[config.mk]
export PLATFORM = sky130hd
export DESIGN_NAME = inst_fetch_unit_flat
export DESIGN_NICKNAME = d
export VERILOG_FILES = /design/src/rtl/cpu_pkg.sv /design/src/rtl/inst_fetch_unit_if.sv /design/src/rtl/fetch_queue.sv /design/src/rtl/inst_fetch_unit.sv /design/src/flat_wrapper.sv
export SDC_FILE = /design/constraint.sdc
export NUM_CORES = 1
export LEC_CHECK = 0
export CORE_MARGIN = 1
export CORE_UTILIZATION = 50
export DETAILED_ROUTE_END_ITERATION = 8
export PLACE_DENSITY = 0.75
export SETUP_SLACK_MARGIN = 0.1
export SYNTH_ARGS = -nofsm -noshare
export SYNTH_HDL_FRONTEND = slang
export SYNTH_SLANG_ARGS = --single-unit
[constraint.sdc]
create_clock -name clk -period 10.4 [get_ports clk]
set_input_delay 1.04 -clock clk [delete_from_list [all_inputs] [get_ports clk]]
set_output_delay 1.04 -clock clk [all_outputs]
set_load 0.005 [all_outputs]
[src/rtl/cpu_pkg.sv]
// Shared types and constants for the instruction fetch slice.
// Provides widths, the PC step and the fetch queue entry type.
package cpu_pkg;

   localparam int INST_W = 32;
   localparam int ADDR_W = 32;
   localparam logic [ADDR_W-1:0] PC_STEP = 32'd4;
   localparam int IMEM_WORDS_DEFAULT = 64;
   localparam logic [INST_W-1:0] NOP_INST = 32'h0;

   typedef struct packed {
      logic [ADDR_W-1:0] pc;
      logic [INST_W-1:0] inst;
   } fq_entry_t;

endpackage

[src/rtl/inst_fetch_unit_if.sv]
// Fetch unit bus: imem read port, redirect, decode handshake, fault.
// master = fetch unit side, slave = memory/decode/execute side.
interface inst_fetch_unit_if;
   import cpu_pkg::*;

   logic              fetch_en;
   logic [ADDR_W-1:0] imem_addr;
   logic [INST_W-1:0] imem_inst;
   logic              redirect_valid;
   logic [ADDR_W-1:0] redirect_pc;
   logic              inst_valid;
   logic              inst_ready;
   logic [INST_W-1:0] inst;
   logic [ADDR_W-1:0] inst_pc;
   logic              fetch_fault;

   modport master (
      input  fetch_en, imem_inst, redirect_valid,
      input  redirect_pc, inst_ready,
      output imem_addr, inst_valid, inst, inst_pc,
      output fetch_fault
   );

   modport slave (
      output fetch_en, imem_inst, redirect_valid,
      output redirect_pc, inst_ready,
      input  imem_addr, inst_valid, inst, inst_pc,
      input  fetch_fault
   );

endinterface

[src/rtl/fetch_queue.sv]
// Two-entry synchronous FIFO of {pc, inst} pairs.
// Ports: clk, rst, push, pop, flush, din, dout, count.
module fetch_queue
   import cpu_pkg::*;
(
   input  logic      clk,
   input  logic      rst,
   input  logic      push,
   input  logic      pop,
   input  logic      flush,
   input  fq_entry_t din,
   output fq_entry_t dout,
   output logic [1:0] count
);

   fq_entry_t mem [2];
   fq_entry_t last;
   logic      wr_ptr;
   logic      rd_ptr;

   // When empty, show the entry most recently handed to decode.
   assign dout = (count != 2'd0) ? mem[rd_ptr] : last;

   always_ff @(posedge clk) begin
      if (rst) begin
         mem[0] <= '{pc: '0, inst: NOP_INST};
         mem[1] <= '{pc: '0, inst: NOP_INST};
         last   <= '{pc: '0, inst: NOP_INST};
         wr_ptr <= 1'b0;
         rd_ptr <= 1'b0;
         count  <= 2'd0;
      end else if (flush) begin
         wr_ptr <= 1'b0;
         rd_ptr <= 1'b0;
         count  <= 2'd0;
      end else begin
         if (push) begin
            mem[wr_ptr] <= din;
            wr_ptr      <= ~wr_ptr;
         end
         if (pop) begin
            last   <= mem[rd_ptr];
            rd_ptr <= ~rd_ptr;
         end
         case ({push, pop})
            2'b10:   count <= count + 2'd1;
            2'b01:   count <= count - 2'd1;
            default: count <= count;
         endcase
      end
   end

endmodule

[src/rtl/inst_fetch_unit.sv]
// Instruction fetch: PC register, imem address, 2-deep fetch queue.
// Ports: clk, rst, bus (master: imem, redirect, decode, fetch_fault).
// Optional IMEM_BOUND_CHECK_EN: sticky fault on fetch past IMEM_WORDS.
module inst_fetch_unit
   import cpu_pkg::*;
#(
   parameter logic [ADDR_W-1:0] RESET_PC   = 32'h0000_0000,
   parameter int                IMEM_WORDS = IMEM_WORDS_DEFAULT,
   parameter int                QDEPTH     = 2
) (
   input logic clk,
   input logic rst,
   inst_fetch_unit_if.master bus
);

`ifdef IMEM_BOUND_CHECK_EN
   localparam bit BOUND_EN = 1'b1;
`else
   localparam bit BOUND_EN = 1'b0;
`endif

   localparam logic [1:0] QMAX = 2'(QDEPTH);

   logic [ADDR_W-1:0] pc;
   logic              fault;
   logic [1:0]        count;
   logic              redir;
   logic              pop;
   logic              try_fetch;
   logic              oob;
   logic              push;
   fq_entry_t         head;
   logic              unused_lsb;

   assign redir = bus.redirect_valid;
   assign bus.inst_valid = (count != 2'd0);

   // Redirect overrides both queue operations.
   assign pop = bus.inst_valid & bus.inst_ready & ~redir;

   assign try_fetch = bus.fetch_en & ~redir & ~fault
                    & ((count < QMAX) | pop);

   assign oob = BOUND_EN
              && ({2'b00, pc[ADDR_W-1:2]} >= 32'(IMEM_WORDS));

   assign push = try_fetch & ~oob;

   always_ff @(posedge clk) begin
      if (rst) begin
         pc    <= RESET_PC;
         fault <= 1'b0;
      end else if (redir) begin
         pc    <= {bus.redirect_pc[ADDR_W-1:2], 2'b00};
         fault <= 1'b0;
      end else begin
         if (push)
            pc <= pc + PC_STEP;
         if (try_fetch & oob)
            fault <= 1'b1;
      end
   end

   fetch_queue u_queue (
      .clk   (clk),
      .rst   (rst),
      .push  (push),
      .pop   (pop),
      .flush (redir),
      .din   ('{pc: pc, inst: bus.imem_inst}),
      .dout  (head),
      .count (count)
   );

   assign bus.imem_addr   = pc;
   assign bus.inst        = head.inst;
   assign bus.inst_pc     = head.pc;
   assign bus.fetch_fault = fault;

   assign unused_lsb = ^bus.redirect_pc[1:0];

endmodule

[src/flat_wrapper.sv]
// flat-port wrapper written by rule: the top's interface ports become plain ports
module inst_fetch_unit_flat import cpu_pkg::*;
#(
   parameter logic [ADDR_W-1:0] RESET_PC   = 32'h0000_0000,
   parameter int                IMEM_WORDS = IMEM_WORDS_DEFAULT,
   parameter int                QDEPTH     = 2
)
  (clk, rst, bus_fetch_en, bus_imem_inst, bus_redirect_valid, bus_redirect_pc, bus_inst_ready, bus_imem_addr, bus_inst_valid, bus_inst, bus_inst_pc, bus_fetch_fault);
  inst_fetch_unit_if bus_i ();
  input logic clk;
  input logic rst;
  input wire logic [$bits(bus_i.fetch_en)-1:0] bus_fetch_en;
  input wire logic [$bits(bus_i.imem_inst)-1:0] bus_imem_inst;
  input wire logic [$bits(bus_i.redirect_valid)-1:0] bus_redirect_valid;
  input wire logic [$bits(bus_i.redirect_pc)-1:0] bus_redirect_pc;
  input wire logic [$bits(bus_i.inst_ready)-1:0] bus_inst_ready;
  output wire logic [$bits(bus_i.imem_addr)-1:0] bus_imem_addr;
  output wire logic [$bits(bus_i.inst_valid)-1:0] bus_inst_valid;
  output wire logic [$bits(bus_i.inst)-1:0] bus_inst;
  output wire logic [$bits(bus_i.inst_pc)-1:0] bus_inst_pc;
  output wire logic [$bits(bus_i.fetch_fault)-1:0] bus_fetch_fault;
  assign bus_i.fetch_en = bus_fetch_en;
  assign bus_i.imem_inst = bus_imem_inst;
  assign bus_i.redirect_valid = bus_redirect_valid;
  assign bus_i.redirect_pc = bus_redirect_pc;
  assign bus_i.inst_ready = bus_inst_ready;
  assign bus_imem_addr = bus_i.imem_addr;
  assign bus_inst_valid = bus_i.inst_valid;
  assign bus_inst = bus_i.inst;
  assign bus_inst_pc = bus_i.inst_pc;
  assign bus_fetch_fault = bus_i.fetch_fault;
  inst_fetch_unit #(.RESET_PC(RESET_PC), .IMEM_WORDS(IMEM_WORDS), .QDEPTH(QDEPTH)) u_core (.clk(clk), .rst(rst), .bus(bus_i));
endmodule
==> flow_metrics.env, run 1 <==
export IMPL_outcome="finished clean"
export IMPL_tns_ps=0
export IMPL_postSynthAreaPerCell_um2=10.8
export IMPL_synthDistinctLibCells=46
export IMPL_post_cts_buffers=0
export IMPL_final_util=0.646
export IMPL_worstSkewPairLatency_ps=500
export IMPL_cp_arrival_ps=3140
export IMPL_synth_most_common_cell="nor2_1"
export IMPL_diodes=0
export IMPL_r2r_slack_ps=7230
export IMPL_synthFlopType="edfxtp_1"
export IMPL_cp_cell_sequence="or2_4, buf_4, nor2_1, a21oi_1, clkdlybuf4s50_1"
export IMPL_cts_path_max_buffers=3
export IMPL_ys_top_cells_by_area="edfxtp_1 (38%), dfxtp_1 (20%), and2_1 (7.7%)"
export IMPL_routabilityCongestion=0.742
export IMPL_place_detailed_hpwl_um=12600
export IMPL_power_leakage_nw=4.15
export IMPL_cts_tree="built"
export IMPL_holdPathStages=2
export IMPL_grt_use_met1=0.290
export IMPL_cp_end_kind="primary output"
export IMPL_cp_required_ps=9360
export IMPL_core_area_um2=19000
export IMPL_synth_area_leader_cell="edfxtp_1"
export IMPL_cp_slowest_cell="buf_4"
export IMPL_synth_seq_area_share=0.578
export IMPL_cts_root_buf="clkbuf_16"
export IMPL_rr_endpoint="u_core.u_queue.last[50]$_SDFFE_PP0P_"
export IMPL_antenna_found_initial=0
export IMPL_grt_busiest_layer="met2"
export IMPL_portBuffers=159
export IMPL_die_y_um=142
export IMPL_power_density_nw_per_um2=163
export IMPL_netlist_area_um2=9790
export IMPL_min_from="u_core.u_queue.last[17]$_SDFFE_PP0P_"
export IMPL_grt_first_pass_wirelength_um=34800
export IMPL_r2r_start="u_core.u_queue.count[1]$_SDFFE_PP0P_"
export IMPL_nFillCells=1529
export IMPL_hold_end="u_core.u_queue.last[17]$_SDFFE_PP0P_"
export IMPL_ys_ff_latch=221
export IMPL_yosysTopAreaCellShare=0.380
export IMPL_vias=7039
export IMPL_area_growth_pct=25.1
export IMPL_synthTopCellsByCount="nor2_1 (156), edfxtp_1 (124), and2_1 (120)"
export IMPL_synth_warning_count=0
export IMPL_setup_viol=0
export IMPL_nets=1107
export IMPL_grt_pass1_vias=6843
export IMPL_hold_path_class="flip-flop to flip-flop"
export IMPL_drive_above_1_share=0.0579
export IMPL_die_area_um2=20200
export IMPL_hold_viol=0
export IMPL_wl_um=21600
export IMPL_critPathMaxStageDelay_ps=700
export IMPL_grtUsageTotal=0.218
export IMPL_pwr_share_clk=0.413
export IMPL_ant_nets=0
export IMPL_critPathLaunchType="flip-flop"
export IMPL_area_sequential_um2=5670
export IMPL_cts_hold_buf=0
export IMPL_path_clk_slew_ps=60
export IMPL_grt_ovfl_total=0
export IMPL_critPathKind="flip-flop to primary output"
export IMPL_fmax_ghz=0.239
export IMPL_synth_async_reset_ratio=0
export IMPL_reg2reg_depth=6
export IMPL_cts_sinks=221
export IMPL_fp_row_count=50
export IMPL_route_detailed_drc=0
export IMPL_maxSlewViolCount=0
export IMPL_finalCritPeriodShare=0.402
export IMPL_skew_ps=6.35
export IMPL_grt_max_degree=86
export IMPL_rsz0062_at_grt="no"
export IMPL_path_max_fanout=85
export IMPL_grt_met2_usage=0.367
export IMPL_p_int_mw=1.55
export IMPL_power_frac_comb=0.092
export IMPL_path_delay_family="buffers and inverters"
export IMPL_syn_inst=909
export IMPL_io_pins=167
export IMPL_drt_initial_drc_count=308
export IMPL_grt_use_met3=0.0343
export IMPL_drt_pass1_iterations=5
export IMPL_cts_resized=0
export IMPL_p_seq_frac=0.495
export IMPL_numCtsBuffers=24
export IMPL_path_buf_inv=2
export IMPL_viasPerCell=5.36
export IMPL_htreeDepth=1
export IMPL_multi_input_area_um2=3820
export IMPL_cap_viol_max_count=0
export IMPL_sw_frac_of_total=0.222
export IMPL_ir_worst_vdd_v=0.000111
export IMPL_synth_edf_count=124
export IMPL_initial_core_util=0.517
export IMPL_die_w_um=142
export IMPL_p_sw_mw=0.443
export IMPL_fin_crit_ps=4180
export IMPL_max_slew_margin_rel=0.237
export IMPL_worst_slew_pin_slew_ps=1140
export IMPL_wire_per_inst_um=16.4
[metrics by stage]
step	instance area (um2)	hold slack [ps]	power, mW	std cells	worst slack, ps
floorplan	9810	472	1.09	913	4040
global placement	11500	485	1.19	1270	6300
detailed placement	11500	491	1.19	1270	6290
CTS	12300	499	2.01	1314	6230
global route	12300	508	2.07	1314	6000
finish	12300	497	1.99	1314	6220
[tightest hold or removal path: stages (launching register included)]
cell and delay (ps):
dfxtp_1 310, nor2_1 90, a211oi_1 50
[placed cells by master (no fill, tap or decap), types with 4 or more instances in the layout]
| cell | instances |
|---|---|
| clkbuf_8 | 4 |
| conb_1 | 5 |
| clkbuf_16 | 25 |
| nand2_1 | 21 |
| mux2i_1 | 63 |
| and2_1 | 120 |
| a211oi_1 | 80 |
| nand3_1 | 10 |
| nand4_1 | 10 |
| dfxtp_1 | 96 |
| clkdlybuf4s50_1 | 158 |
| nor4_1 | 7 |
| edfxtp_1 | 124 |
| nor3_1 | 4 |
| o21ai_0 | 6 |
| a311oi_1 | 5 |
| xnor2_1 | 13 |
| inv_1 | 5 |
| nor2_1 | 155 |
| clkbuf_1 | 10 |
| a21oi_1 | 67 |
| buf_4 | 9 |
| xor2_1 | 13 |
[how the worst max path moves through the flow]
stage,cells after the start,endpoint,slack (ps),startpoint
finish,5,bus_inst_pc[17],6220,u_core.u_queue.count[1]$_SDFFE_PP0P_
CTS,5,bus_inst_pc[17],6230,u_core.u_queue.count[1]$_SDFFE_PP0P_
global route,5,bus_inst_pc[14],6000,u_core.u_queue.count[1]$_SDFFE_PP0P_
floorplan,4,u_core.u_queue.mem[0][0]$_SDFFCE_PN0P_,4040,bus_redirect_valid
global placement,6,u_core.u_queue.mem[1][5]$_SDFFCE_PN0P_,6300,bus_redirect_valid
detailed placement,6,u_core.u_queue.mem[1][0]$_SDFFCE_PN0P_,6290,bus_redirect_valid
[registers in the layout (all words and copies together) (netlist names), named ones only]
register	count
u_core.u_queue.mem	124
u_core.u_queue.count	2
u_core.u_queue.wr_ptr	1
u_core.bus.imem_addr	30
u_core.u_queue.rd_ptr	1
u_core.u_queue.last	62
[layout make-up]
type / count / share of cell area
clock buffer: 39 / 0.0586
clock inverter: 5 / 0.00398
inverter: 5 / 0.00153
multi-input combinational: 617 / 0.312
sequential: 221 / 0.463
tap: 260 / 0.0265
timing repair buffer: 167 / 0.135
[logic make-up (layout without fill, tap and decap cells)]
group / after synthesis / after routing / share of synthesized area
xor gates and xnor gates: 26 / 26 / 0.0233
and+or+nand+nor: 355 / 355 / 0.186
adders and majority gates: 2 / 2 / 0.00255
other: 1 / 5 / 0.000383
buffers and inverters: 75 / 216 / 0.0360
AOI/OAI and AO/OA: 166 / 166 / 0.109
DFF: 221 / 221 / 0.578
muxes: 63 / 63 / 0.0644
[power groups by stage]
| stage | Combinational, mW | Sequential, mW | Clock [mW] |
|---|---|---|---|
| after floorplan | 0.0895 | 1.00 | 0 |
| after global placement | 0.182 | 1.00 | 0 |
| after detailed placement | 0.184 | 1.00 | 0 |
| after CTS | 0.186 | 0.987 | 0.839 |
| after global routing | 0.202 | 0.991 | 0.874 |
| final | 0.184 | 0.987 | 0.823 |
[metal layers]
| layer | part of all wire | vias up |
|---|---|---|
| li1 | - | 3492 |
| met1 | 0.45 | 3309 |
| met2 | 0.47 | 205 |
| met3 | 0.051 | 33 |
| met4 | 0.021 | 0 |
| met5 | 0 | - |
No activity file was read; power rests on OpenSTA's default activity.
==> inputs of run 2 (changes only) <==
--- a/config.mk
+++ b/config.mk
@@ -6,7 +6,7 @@
 export NUM_CORES = 1
 export LEC_CHECK = 0
 export CORE_MARGIN = 1
-export CORE_UTILIZATION = 50
+export CORE_UTILIZATION = 48
 export DETAILED_ROUTE_END_ITERATION = 8
 export PLACE_DENSITY = 0.75
 export SETUP_SLACK_MARGIN = 0.1
==> constraint.sdc (replaced) <==
create_clock -name clk -period 3.4 [get_ports clk]
set_input_delay 0.34 -clock clk [delete_from_list [all_inputs] [get_ports clk]]
set_output_delay 0.34 -clock clk [all_outputs]
set_load 0.005 [all_outputs]
==> run 2 against run 1 <==
  * Sequential cell count unchanged
  * Global-route usage decreased by 1.0 points
  * Sequential share of layout area decreased by 0.46 points
  * First-iteration DRC count increased by 2.9%
  * Total power increased to 3.1 times the previous value
  * Critical endpoint is now bus_inst[25]
==> flow_metrics.env, run 2 (same netlist as run 1, synthesis figures left out) <==
export IMPL_startpoint="u_core.u_queue.count[1]$_SDFFE_PP0P_"
export IMPL_worstSkewPairLatency_ps=500
export IMPL_diodes=0
export IMPL_drt_pass1_iterations=4
export IMPL_outcome="finished clean"
export IMPL_ant_nets=0
export IMPL_cts_tree="built"
export IMPL_drt_initial_drc_count=317
export IMPL_portBuffers=159
export IMPL_path_clk_slew_ps=60
export IMPL_cts_root_buf="clkbuf_16"
export IMPL_io_pins=167
export IMPL_grt_ovfl_total=0
export IMPL_wl_um=22100
export IMPL_area_growth_pct=26.4
export IMPL_setup_viol=0
export IMPL_tns_ps=0
export IMPL_core_area_um2=19700
export IMPL_largest_register="u_core.u_queue.mem"
export IMPL_htreeDepth=1
export IMPL_most_common_layout_cells="clkdlybuf4s50_1 (158), nor2_1 (155), edfxtp_1 (124)"
export IMPL_grtUsageTotal=0.208
export IMPL_nets=1114
export IMPL_rsz0062_at_grt="no"
export IMPL_drive_above_1_share=0.0650
export IMPL_finalCritPeriodShare=0.885
export IMPL_numCtsBuffers=24
export IMPL_viasPerCell=5.29
export IMPL_grt_max_degree=125
export IMPL_vias=7013
export IMPL_wire_per_inst_um=16.6
export IMPL_worst_slew_pin_slew_ps=856
export IMPL_grt_pass1_vias=6672
export IMPL_ir_worst_vdd_v=0.000311
export IMPL_fmax_ghz=0.333
export IMPL_power_density_nw_per_um2=499
export IMPL_final_common_cell="clkdlybuf4s50_1"
export IMPL_cap_viol_max_count=0
export IMPL_die_area_um2=21000
export IMPL_grt_first_pass_wirelength_um=34100
export IMPL_critPathKind="flip-flop to primary output"
export IMPL_final_area_um2=12400
export IMPL_fp_row_count=51
export IMPL_cts_hold_buf=0
export IMPL_place_detailed_hpwl_um=13100
export IMPL_cp_arrival_ps=2670
export IMPL_antenna_found_initial=0
export IMPL_hold_viol=0
export IMPL_skew_ps=11.1
export IMPL_die_y_um=145
export IMPL_cp_end_kind="primary output"
export IMPL_cts_path_max_buffers=3
export IMPL_post_cts_buffers=0
export IMPL_largest_reg_flops=124
export IMPL_critPathLaunchType="flip-flop"
export IMPL_r2r_start="u_core.u_queue.count[1]$_SDFFE_PP0P_"
export IMPL_path_max_fanout=38
export IMPL_maxSlewViolCount=0
export IMPL_power_leakage_nw=4.21
export IMPL_initial_core_util=0.497
export IMPL_fin_crit_ps=3010
export IMPL_die_w_um=145
export IMPL_route_detailed_drc=0
export IMPL_cts_sinks=221
export IMPL_cts_resized=0
export IMPL_place_area_um2=11600
export IMPL_routabilityCongestion=0.760
export IMPL_min_from="rst"
export IMPL_hold_path_class="primary input to flip-flop"
export IMPL_max_slew_margin_rel=0.429
export IMPL_cp_required_ps=3060
-- run 2: changes by cell type in the layout (fill, tap and decap cells not counted) --
cell / delta
buf_4: +2
clkinv_1: +2
bufinv_16: +2
clkinv_2: +3
buf_12: +4
clkbuf_8: -4
clkbuf_1: -3
or2_2: +1
-- run 2: metrics by stage --
step / hold WS [ps] / worst slack, ps / utilization / instances / power, mW
after global routing: 291 / 243 / 0.628 / 1326 / 6.41
after detailed placement: 491 / 623 / 0.588 / 1281 / 3.65
after CTS: 269 / 225 / 0.627 / 1325 / 6.22
after global placement: 486 / 685 / 0.588 / 1281 / 3.64
after floorplan: 472 / 599 / - / 913 / 3.33
final: 283 / 393 / 0.628 / 1326 / 6.17
-- run 2: path summary, 6_finish.rpt --
kind         slack, ps                                   end  cells after the start
max reg2reg        710  u_core.u_queue.last[24]$_SDFFE_PP0P_                      6
min                280  u_core.bus.imem_addr[4]$_SDFFE_PP0P_                      2
min reg2reg        500  u_core.u_queue.last[56]$_SDFFE_PP0P_                      2
max                390                          bus_inst[25]                      5
-- run 2: area by class of cell --
type / count / area (um2)
Fill cell: 1557 / 7340
Sequential cell: 221 / 5670
Multi-Input combinational cell: 618 / 3830
Timing Repair Buffer: 173 / 1740
Clock buffer: 32 / 652
Tap cell: 265 / 332
Clock inverter: 12 / 131
Inverter: 5 / 18.8
-- run 2: power breakdown --
part           total, mW  switching [mW]  leakage [nW]  internal (mW)
combinational      0.573           0.277          1.72          0.297
sequential          3.02          0.0807          2.10           2.94
clock               2.58            1.01         0.387           1.57
total               6.17            1.37          4.21           4.81
-- run 2: per-layer routing --
metal  track usage  vias to the layer above  wire length (um)
li1              -                     3498                 -
met1         0.274                     3306              9710
met2         0.359                      197             10900
met3        0.0349                       12              1320
met4        0.0410                        0               182
met5             0                        -                 0
-- run 2: critical path, cell delays in order, from the launching register on --
cell and delay (ps):
dfxtp_1 530, or2_4 510, buf_4 360, nor2_1 70, a21oi_1 150, clkdlybuf4s50_1 520
